==> src/rtl/axi_ral_reg_slave.sv <==
// rtl/axi_ral_reg_slave.sv - AXI3 slave register block with independent write and read FSMs
module axi_ral_reg_slave #(
    parameter int                ADDR_W    = 32,
    parameter int                ID_W      = 4,
    parameter int                NUM_REGS  = 16,
    parameter logic [ADDR_W-1:0] BASE_ADDR = '0,
    parameter logic [31:0]       ID_VALUE  = 32'hA11C_0001
) (
    input  logic              aclk,
    input  logic              aresetn,
    input  logic              awvalid,
    output logic              awready,
    input  logic [ADDR_W-1:0] awaddr,
    input  logic [3:0]        awlen,
    input  logic [2:0]        awsize,
    input  logic [1:0]        awburst,
    input  logic [1:0]        awlock,
    input  logic [3:0]        awcache,
    input  logic [2:0]        awprot,
    input  logic [ID_W-1:0]   awid,
    input  logic              wvalid,
    output logic              wready,
    input  logic [31:0]       wdata,
    input  logic [3:0]        wstrb,
    input  logic              wlast,
    input  logic [ID_W-1:0]   wid,
    output logic              bvalid,
    input  logic              bready,
    output logic [1:0]        bresp,
    output logic [ID_W-1:0]   bid,
    input  logic              arvalid,
    output logic              arready,
    input  logic [ADDR_W-1:0] araddr,
    input  logic [3:0]        arlen,
    input  logic [2:0]        arsize,
    input  logic [1:0]        arburst,
    input  logic [1:0]        arlock,
    input  logic [3:0]        arcache,
    input  logic [2:0]        arprot,
    input  logic [ID_W-1:0]   arid,
    output logic              rvalid,
    input  logic              rready,
    output logic [31:0]       rdata,
    output logic [1:0]        rresp,
    output logic              rlast,
    output logic [ID_W-1:0]   rid
);
    localparam int              IDX_W = $clog2(NUM_REGS);
    localparam logic [ADDR_W:0] LO    = {1'b0, BASE_ADDR};
    localparam logic [ADDR_W:0] HI    = LO + (ADDR_W+1)'(NUM_REGS * 4);

    typedef enum logic [1:0] {W_IDLE, W_DATA, W_RESP} w_state_t;
    typedef enum logic       {R_IDLE, R_DATA} r_state_t;

    // Addresses carry an extra MSB so INCR overflow lands out of range instead of wrapping
    function automatic logic in_range(input logic [ADDR_W:0] a);
        return (a >= LO) && (a < HI);
    endfunction

    function automatic logic [IDX_W-1:0] reg_idx(input logic [ADDR_W:0] a);
        return IDX_W'((a - LO) >> 2);
    endfunction

    function automatic logic bad_cmd(input logic [2:0] size, input logic [1:0] burst,
                                     input logic [1:0] lsb);
        return (size != 3'b010) || burst[1] || (lsb != 2'b00);
    endfunction

    logic [31:0] regs [NUM_REGS];

    w_state_t        w_state;
    logic [ADDR_W:0] wr_addr;
    logic [3:0]      wr_len;
    logic [4:0]      wr_beat;
    logic            wr_incr;
    logic            wr_err;
    logic            w_beat_err;
    logic [IDX_W-1:0] w_idx;

    r_state_t        r_state;
    logic [ADDR_W:0] rd_addr;
    logic [3:0]      rd_len;
    logic [3:0]      rd_beat;
    logic            rd_incr;
    logic            rd_err;
    logic [ADDR_W:0] ld_addr;
    logic            ld_err;
    logic [IDX_W-1:0] ld_idx;
    logic [31:0]     ld_data;

    logic unused_ok;
    assign unused_ok = ^{awlock, awcache, awprot, wid, arlock, arcache, arprot};

    always_comb begin
        w_idx      = reg_idx(wr_addr);
        w_beat_err = !in_range(wr_addr) || (wr_beat > {1'b0, wr_len})
                   || (wlast != (wr_beat == {1'b0, wr_len}));
    end

    // The beat about to be loaded onto R: beat 0 straight from AR, later beats from the next address
    always_comb begin
        if (r_state == R_IDLE) begin
            ld_addr = {1'b0, araddr};
            ld_err  = bad_cmd(arsize, arburst, araddr[1:0]);
        end else begin
            ld_addr = rd_incr ? rd_addr + (ADDR_W+1)'(4) : rd_addr;
            ld_err  = rd_err;
        end
        ld_err  = ld_err || !in_range(ld_addr);
        ld_idx  = reg_idx(ld_addr);
        ld_data = ld_err ? 32'h0 : ((ld_idx == '0) ? ID_VALUE : regs[ld_idx]);
    end

    always_ff @(posedge aclk or negedge aresetn) begin
        if (!aresetn) begin
            w_state <= W_IDLE;
            awready <= 1'b0;
            wready  <= 1'b0;
            bvalid  <= 1'b0;
            bresp   <= 2'b00;
            bid     <= '0;
            wr_addr <= '0;
            wr_len  <= '0;
            wr_beat <= '0;
            wr_incr <= 1'b0;
            wr_err  <= 1'b0;
            for (int i = 0; i < NUM_REGS; i++) regs[i] <= '0;
        end else begin
            case (w_state)
                W_IDLE: begin
                    if (!awready) begin
                        awready <= 1'b1;
                    end else if (awvalid) begin
                        awready <= 1'b0;
                        wready  <= 1'b1;
                        wr_addr <= {1'b0, awaddr};
                        wr_len  <= awlen;
                        wr_beat <= '0;
                        wr_incr <= (awburst == 2'b01);
                        wr_err  <= bad_cmd(awsize, awburst, awaddr[1:0]);
                        bid     <= awid;
                        w_state <= W_DATA;
                    end
                end
                W_DATA: begin
                    if (wvalid) begin
                        // Once any beat errs, the rest of the burst is discarded
                        if (!wr_err && !w_beat_err && (w_idx != '0)) begin
                            for (int b = 0; b < 4; b++)
                                if (wstrb[b]) regs[w_idx][8*b +: 8] <= wdata[8*b +: 8];
                        end
                        wr_err <= wr_err || w_beat_err;
                        if (wr_beat != 5'h1f) wr_beat <= wr_beat + 5'd1;
                        if (wr_incr) wr_addr <= wr_addr + (ADDR_W+1)'(4);
                        if (wlast) begin
                            wready  <= 1'b0;
                            bvalid  <= 1'b1;
                            bresp   <= (wr_err || w_beat_err) ? 2'b10 : 2'b00;
                            w_state <= W_RESP;
                        end
                    end
                end
                W_RESP: begin
                    if (bready) begin
                        bvalid  <= 1'b0;
                        awready <= 1'b1;
                        w_state <= W_IDLE;
                    end
                end
                default: w_state <= W_IDLE;
            endcase
        end
    end

    always_ff @(posedge aclk or negedge aresetn) begin
        if (!aresetn) begin
            r_state <= R_IDLE;
            arready <= 1'b0;
            rvalid  <= 1'b0;
            rdata   <= '0;
            rresp   <= 2'b00;
            rlast   <= 1'b0;
            rid     <= '0;
            rd_addr <= '0;
            rd_len  <= '0;
            rd_beat <= '0;
            rd_incr <= 1'b0;
            rd_err  <= 1'b0;
        end else begin
            case (r_state)
                R_IDLE: begin
                    if (!arready) begin
                        arready <= 1'b1;
                    end else if (arvalid) begin
                        arready <= 1'b0;
                        rd_addr <= ld_addr;
                        rd_len  <= arlen;
                        rd_beat <= '0;
                        rd_incr <= (arburst == 2'b01);
                        rd_err  <= bad_cmd(arsize, arburst, araddr[1:0]);
                        rid     <= arid;
                        rvalid  <= 1'b1;
                        rdata   <= ld_data;
                        rresp   <= ld_err ? 2'b10 : 2'b00;
                        rlast   <= (arlen == 4'd0);
                        r_state <= R_DATA;
                    end
                end
                R_DATA: begin
                    if (rready) begin
                        if (rlast) begin
                            rvalid  <= 1'b0;
                            rlast   <= 1'b0;
                            arready <= 1'b1;
                            r_state <= R_IDLE;
                        end else begin
                            rd_addr <= ld_addr;
                            rd_beat <= rd_beat + 4'd1;
                            rdata   <= ld_data;
                            rresp   <= ld_err ? 2'b10 : 2'b00;
                            rlast   <= ((rd_beat + 4'd1) == rd_len);
                        end
                    end
                end
                default: r_state <= R_IDLE;
            endcase
        end
    end
endmodule

==> config.mk <==
export PLATFORM = sky130hd
export DESIGN_NAME = axi_ral_reg_slave
export DESIGN_NICKNAME = d
export VERILOG_FILES = /design/src/rtl/axi_ral_reg_slave.sv
export SDC_FILE = /design/constraint.sdc
export NUM_CORES = 1
export LEC_CHECK = 0
export CAP_MARGIN = 40
export CORE_MARGIN = 1
export CORE_UTILIZATION = 35
export DETAILED_ROUTE_END_ITERATION = 12
export PLACE_DENSITY = 0.61
export SYNTH_ARGS = -nofsm -noshare
export SYNTH_HDL_FRONTEND = slang
export SYNTH_SLANG_ARGS = --single-unit
==> constraint.sdc <==
create_clock -name aclk -period 6.3 [get_ports aclk]
set_clock_uncertainty 0.2 [all_clocks]
set_input_delay 0.63 -clock aclk [delete_from_list [all_inputs] [get_ports aclk]]
set_output_delay 0.63 -clock aclk [all_outputs]
set_load 0.01 [all_outputs]
==> results of run 1 <==
logic make-up (layout without fill, tap and decap cells):
| kind of cell | count (synthesis) | in the layout | synth area share (%) |
|---|---|---|---|
| flip-flops | 614 | 614 | 52.0 |
| multiplexers | 578 | 578 | 23.7 |
| other | 1 | 7 | 0.0127 |
| XOR/XNOR | 19 | 19 | 0.564 |
| AO/OA/AOI/OAI | 452 | 452 | 9.87 |
| adder cells (fa/ha/maj) | 12 | 12 | 0.509 |
| buffers and inverters | 187 | 425 | 2.50 |
| AND/OR/NAND/NOR | 689 | 689 | 10.8 |
metrics by stage:
step	worst slack (ns)	util, %	cell area [um^2]	total power [mW]	std cells
3_3_place_gp	1.92	38.9	32500	9.48	3680
4_1_cts	1.82	42.4	35500	14.0	3870
3_5_place_dp	1.85	39.5	33000	9.64	3740
6_report	1.66	42.5	35500	13.9	3876
2_1_floorplan	3.06	-	29500	7.76	2553
5_1_grt	1.53	42.5	35500	14.6	3875
area by class of cell:
type / count / area [um^2] / share of cell area (%)
diodes: 5 / 12.5 / 0.0353
clock buffers: 98 / 2010 / 5.66
clock inverters: 31 / 429 / 1.21
inverters: 14 / 52.6 / 0.148
multi-input cells: 1752 / 13500 / 38.1
flip-flops and latches: 614 / 15400 / 43.3
well taps: 1080 / 1350 / 3.81
repair buffers: 282 / 2730 / 7.70
layout by cell type, fill, tap and decap left out, drive strengths merged, types with 5 or more instances in the layout:
master,synthesis,routed
xnor2,9,9
clkdlybuf4s50,0,180
a211o,20,20
mux4,46,46
o31ai,13,13
or4,14,14
nor4,29,29
mux2i,31,31
and2,5,5
a21o,10,10
a211oi,31,31
o21ai,96,96
o2111ai,8,8
nor2,128,128
nor3,21,21
nand2b,5,5
a31oi,43,43
nand3b,5,5
o41ai,6,6
and3,38,38
or3,11,11
dfrtp,614,614
ha,12,12
and4,8,8
xor2,10,10
nand4,24,24
inv,14,15
bufinv,0,8
clkbuf,137,98
buf,36,100
o221ai,24,24
nand2,274,274
clkinv,0,18
a22o,10,10
mux2,501,501
a22oi,8,8
o22ai,27,27
nand3,115,115
a21oi,116,116
diode,0,5
worst max-delay path, cell delays in order (launching register included):
cell and delay (ns):
dfrtp_2 0.84, buf_4 0.47, nor2b_1 0.30, mux2i_4 0.10, buf_4 0.27, nand2_2 0.71, buf_4 0.38, a211oi_1 0.12
nor4_1 0.58, nand3_1 0.21, o41ai_1 0.30
registers in the layout (all words and copies together) (netlist names), 2 cells and up:
name	cells
regs	480
rdata	32
rd_addr	31
wr_addr	31
wr_beat	5
bid	4
rd_beat	4
rd_len	4
rid	4
wr_len	4
w_state	2
how the worst max path moves through the flow:
stage                            endpoint                   start  slack [ns]  depth (start not counted)
floorplan           rdata[18]$_DFFE_PN0P_  rd_addr[2]$_DFFE_PN0P_        3.06                         10
global placement    rdata[18]$_DFFE_PN0P_  rd_addr[2]$_DFFE_PN0P_        1.92                          9
detailed placement  rdata[20]$_DFFE_PN0P_       r_state$_DFF_PN0_        1.85                         10
CTS                 rdata[20]$_DFFE_PN0P_       r_state$_DFF_PN0_        1.82                         10
global route        rdata[20]$_DFFE_PN0P_       r_state$_DFF_PN0_        1.53                         10
finish              rdata[20]$_DFFE_PN0P_       r_state$_DFF_PN0_        1.66                         10
metal layers:
metal / vias to the layer above / track usage (%) / share of wire (%)
li1: 9777 / - / -
met1: 11358 / 27.4 / 43
met2: 750 / 33.4 / 47
met3: 161 / 3.58 / 5.9
met4: 2 / 7.37 / 3.2
met5: - / 0 / 0.014
where the power goes:
| part | internal, mW | leakage (nW) | switching, mW |
|---|---|---|---|
| registers | 4.24 | 8.37 | 0.433 |
| logic | 1.62 | 6.31 | 3.32 |
| clock network | 2.58 | 1.19 | 1.70 |
| total | 8.43 | 15.9 | 5.45 |
==> results.ini, run 1 <==
[sta]
setup_viol=0
rsz0062_at_grt=no
tightest_slew_ns=1.13
period_needed_ns=4.64
max-slew-margin-rel_pct=24.7
finalSetupTns_ns=0
final_max_slew_viol_count=0
max_freq_mhz=215
hold_violations=0
period_share_pct=73.7
hold_ws_ns=0.272

[routing]
route.vias.total=22048
wl_per_cell_um=22.6
drt_pass1_iterations=5
drc=0
viasPerCell=5.69
wl_mm=87.6
drt-initial-drc-count=1617
ant_nets=0

[logic_synthesis]
synth.distinct_cells=70
synth-seq-cells=614
yosys.area.top_type_share_pct=52.0
synth_common_cells=dfrtp_1, mux2_2, nand2_1, clkbuf_1, nor2_1
synth-seq-area-share_pct=52.0
ys_warn_count=0
synth_area_per_cell_um2=11.6
syn_inst=2552
ys.flop_type=dfrtp_1
synth-edff-count=0
yosys-top-cells-area=dfrtp_1, mux2_2, mux4_2
synthArstFlopShare_pct=100
synthesis.area_um2=29500
yosysTopAreaCell=dfrtp_1
synth.most_common_cell=dfrtp_1

[power]
cellLeakagePower_nw=15.9
vdd_ir_drop_max_mv=0.460
p_per_area_nw_per_um2=391

[worst_setup_path]
critPathArrivalTime_ns=4.94
ff2ff_path_depth=10
crit_type=reg -> reg
end_kind=register
crit-reg2reg-launch=r_state$_DFF_PN0_
critPathLaunchType=register
critPathRequiredTime_ns=6.60
r2r_slack_ns=1.66
rr_endpoint=rdata[20]$_DFFE_PN0P_
critical_path_peak_fanout=41

[floorplanning]
start_util_pct=35.3
die_h_um=292
die_w_um=292
die_area_um2=85500
coreArea_um2=83600
fp-row-count=106
io_pins=206

[global_routing]
grt_max_degree=207
grt_usage_pct=20.5
grt_pass1_vias=22973
overflow=0
antenna_found_initial=7
grt_pass1_wl_mm=137

[place]
hpwlAfterDp_mm=59.2
port_buffers=181
globalplace.congestion=0.863

[final_layout]
drive_above_1_share_pct=28.2
nNetsFinal=2903
area_growth_pct=20.2
fillers=7782

[hold_path]
worstHoldEndpoint=wready$_DFFE_PN0P_
hold_path_startpoint=wready$_DFFE_PN0P_
hp-class=reg -> reg
hold_depth=1

[clock_network]
postCtsSetupBuffers=0
cts_inserted_buffers=71
cts_hold_buf=1
cts_tree=done
cts_resized=0
clock-sinks=614
cts.clk_slew.worst_paths_ns=0.06
ctsHtreeMaxLevel=3
cts_root_buf=clkbuf_16
clock_latency_ns=0.62
cts_buffer_depth=3

[outcome]
outcome=finished clean

[flow_run]
maxCapViolCount=0

Note: power is estimated with default switching activity, not from simulation.
==> run 2, diff against run 1 <==
--- a/config.mk
+++ b/config.mk
@@ -9,7 +9,7 @@
 export CORE_MARGIN = 1
 export CORE_UTILIZATION = 35
 export DETAILED_ROUTE_END_ITERATION = 12
-export PLACE_DENSITY = 0.61
+export PLACE_DENSITY = 0.63
 export SYNTH_ARGS = -nofsm -noshare
 export SYNTH_HDL_FRONTEND = slang
 export SYNTH_SLANG_ARGS = --single-unit
==> constraint.sdc (replaced) <==
create_clock -name aclk -period 4.2 [get_ports aclk]
set_clock_uncertainty 0.2 [all_clocks]
set_input_delay 0.42 -clock aclk [delete_from_list [all_inputs] [get_ports aclk]]
set_output_delay 0.42 -clock aclk [all_outputs]
set_load 0.01 [all_outputs]
==> run 2 against run 1 <==
  * Core utilization grew 0.44 points
  * Power grew 52%
  * Worst hold slack got worse by 0.14 ns
  * Critical endpoint is now rdata[8]$_DFFE_PN0P_
  * Largest cell class unchanged
==> results.ini, run 2 (synthesis results as in run 1) <==
[place]
globalplace.congestion=0.863  ; about the same
preCtsSetupSlack_ns=0.353  ; -1.49 ns
port_buffers=181  ; unchanged
hpwlAfterDp_mm=57.0  ; -3.7%
dp_cells=3788  ; +1.3%

[clock_network]
cts_root_buf=clkbuf_16
clock_latency_ns=0.65  ; +0.03 ns
cts_buffer_depth=3  ; unchanged
clock-sinks=614  ; unchanged
cts_tree=done
postCtsSetupBuffers=0  ; unchanged
cts.clk_slew.worst_paths_ns=0.06  ; about the same
ctsHtreeMaxLevel=3  ; unchanged
cts_inserted_buffers=71  ; unchanged
cts_resized=0  ; unchanged

[sta]
setup_ws_ns=0.419  ; -1.24 ns
max_freq_mhz=265  ; +23%
period_share_pct=90.0  ; +16 points
setup_viol=0  ; unchanged
final_max_slew_viol_count=0  ; unchanged
rsz0062_at_grt=no
max-slew-margin-rel_pct=36.8  ; +12 points
period_needed_ns=3.78  ; -0.860 ns
tightest_slew_ns=0.948  ; -0.181 ns
finalSetupTns_ns=0  ; unchanged
hold_violations=0  ; unchanged

[final_layout]
final_cell_mix=dfrtp_1, mux2_2, nand2_1, clkdlybuf4s50_1, buf_4
drive_above_1_share_pct=29.5  ; +1.3 points
reg.largest.list=regs x480, rdata x32
mostFrequentLayoutCell=dfrtp_1
largest_register_ffs=480  ; unchanged
area_growth_pct=21.4
max_flop_register=regs
nNetsFinal=2951  ; +1.7%
final_cells=3921  ; +1.2%

[routing]
drt_pass1_iterations=6  ; +1
drc=0  ; unchanged
ant_nets=0  ; unchanged
wl_mm=85.3  ; -2.6%
viasPerCell=5.59  ; -1.7%
route.vias.total=21928  ; -0.54%
drt-initial-drc-count=1776  ; +9.8%
wl_per_cell_um=21.8  ; -3.7%

[floorplanning]
die_area_um2=85500  ; unchanged
die_w_um=292  ; unchanged
fp-row-count=106  ; unchanged
die_h_um=292  ; unchanged
coreArea_um2=83600  ; unchanged
start_util_pct=35.3  ; unchanged
io_pins=206  ; unchanged

[hold_path]
hp-class=in -> reg

[worst_setup_path]
critPathRequiredTime_ns=4.55  ; -2.05 ns
crit_type=reg -> reg
critPathLaunchType=register
end_kind=register
critical_path_peak_fanout=17  ; -59%
critPathArrivalTime_ns=4.13  ; -0.81 ns

[power]
vdd_ir_drop_max_mv=0.468  ; +1.6%
cellLeakagePower_nw=16.1  ; +1.5%
p_per_area_nw_per_um2=588  ; +50%

[global_routing]
overflow=0  ; unchanged
grt_usage_pct=20.0  ; -0.52 points
grt_pass1_vias=21812  ; -5.1%
grt_pass1_wl_mm=133  ; -3.1%
grt_max_degree=103  ; -50%
antenna_found_initial=8  ; +1

[flow_run]
maxCapViolCount=0  ; unchanged

[outcome]
outcome=finished clean

[run 2: changes by cell type in the layout (fill, tap and decap cells not counted), sizes merged]
| cell | change |
|---|---|
| buf | +48 |
| bufinv | -3 |
| clkbuf | +5 |
| clkdlybuf4s15 | -1 |
| clkinv | -4 |
| diode | -2 |
| inv | +2 |
[run 2: repair_timing]
| item | 4_1_cts | 5_1_grt |
|---|---|---|
| setup endpoints to repair | 0 | 0 |
| endpoints found under the hold margin | 91 | 0 |
| hold buffers | 1 | 0 |
[run 2: critical path, cell delays in order (launching register included)]
cell,delay [ns]
dfrtp_1,0.53
nand3_2,0.22
or4_4,0.68
o31ai_1,0.27
a31oi_1,0.13
or4b_2,0.91
buf_4,0.33
a211o_1,0.28
o21ai_1,0.11
[run 2: worst paths after layout]
kind / start / depth (start not counted) / to / slack (ns)
worst max register to register: rd_addr[9]$_DFFE_PN0P_ / 8 / rdata[8]$_DFFE_PN0P_ / 0.42
min in group asynchronous: aresetn / 2 / regs[413]$_DFFE_PN0P_ / 0.26
worst max-delay path: rd_addr[9]$_DFFE_PN0P_ / 8 / rdata[8]$_DFFE_PN0P_ / 0.42
worst min-delay path: arid[1] / 3 / rid[1]$_DFFE_PN0P_ / 0.13
max in group asynchronous: aresetn / 3 / regs[196]$_DFFE_PN0P_ / 2.44
worst min register to register: rdata[29]$_DFFE_PN0P_ / 2 / rdata[29]$_DFFE_PN0P_ / 0.28
[run 2: power breakdown]
part           leakage (nW)  internal (mW)  switching (mW)
Combinational          6.56           2.73            5.09
Sequential             8.37           6.35           0.573
Clock                  1.18           3.76            2.58
Total                  16.1           12.8            8.24
[run 2: per-stage QoR]
stage | power [mW] | utilization (%) | instance area [um^2] | hold WS (ns)
final | 21.1 | 42.9 | 35900 | 0.127
after CTS | 21.2 | 42.9 | 35800 | 0.0959
after global routing | 22.1 | 42.9 | 35800 | 0.122
after floorplan | 11.6 | - | 29500 | -0.0756
after detailed placement | 14.8 | 40.0 | 33400 | 0.266
after global placement | 14.7 | 39.9 | 33400 | 0.258
[run 2: cell type report]
class	count	area (um^2)
clock inverter	26	360
multi-input combinational	1752	13500
sequential	614	15400
antenna	3	7.51
fill	7856	47700
tap	1080	1350
inverter	14	52.6
clock buffer	102	2060
timing repair buffer	330	3120
[run 2: metal layers]
layer | routed length (um) | global-route usage, % | share of wire (%)
met3 | 5410 | 3.76 | 6.3
met1 | 38300 | 28.0 | 45
met5 | 49 | 0 | 0.057
met2 | 39600 | 31.4 | 46
met4 | 2000 | 5.85 | 2.3
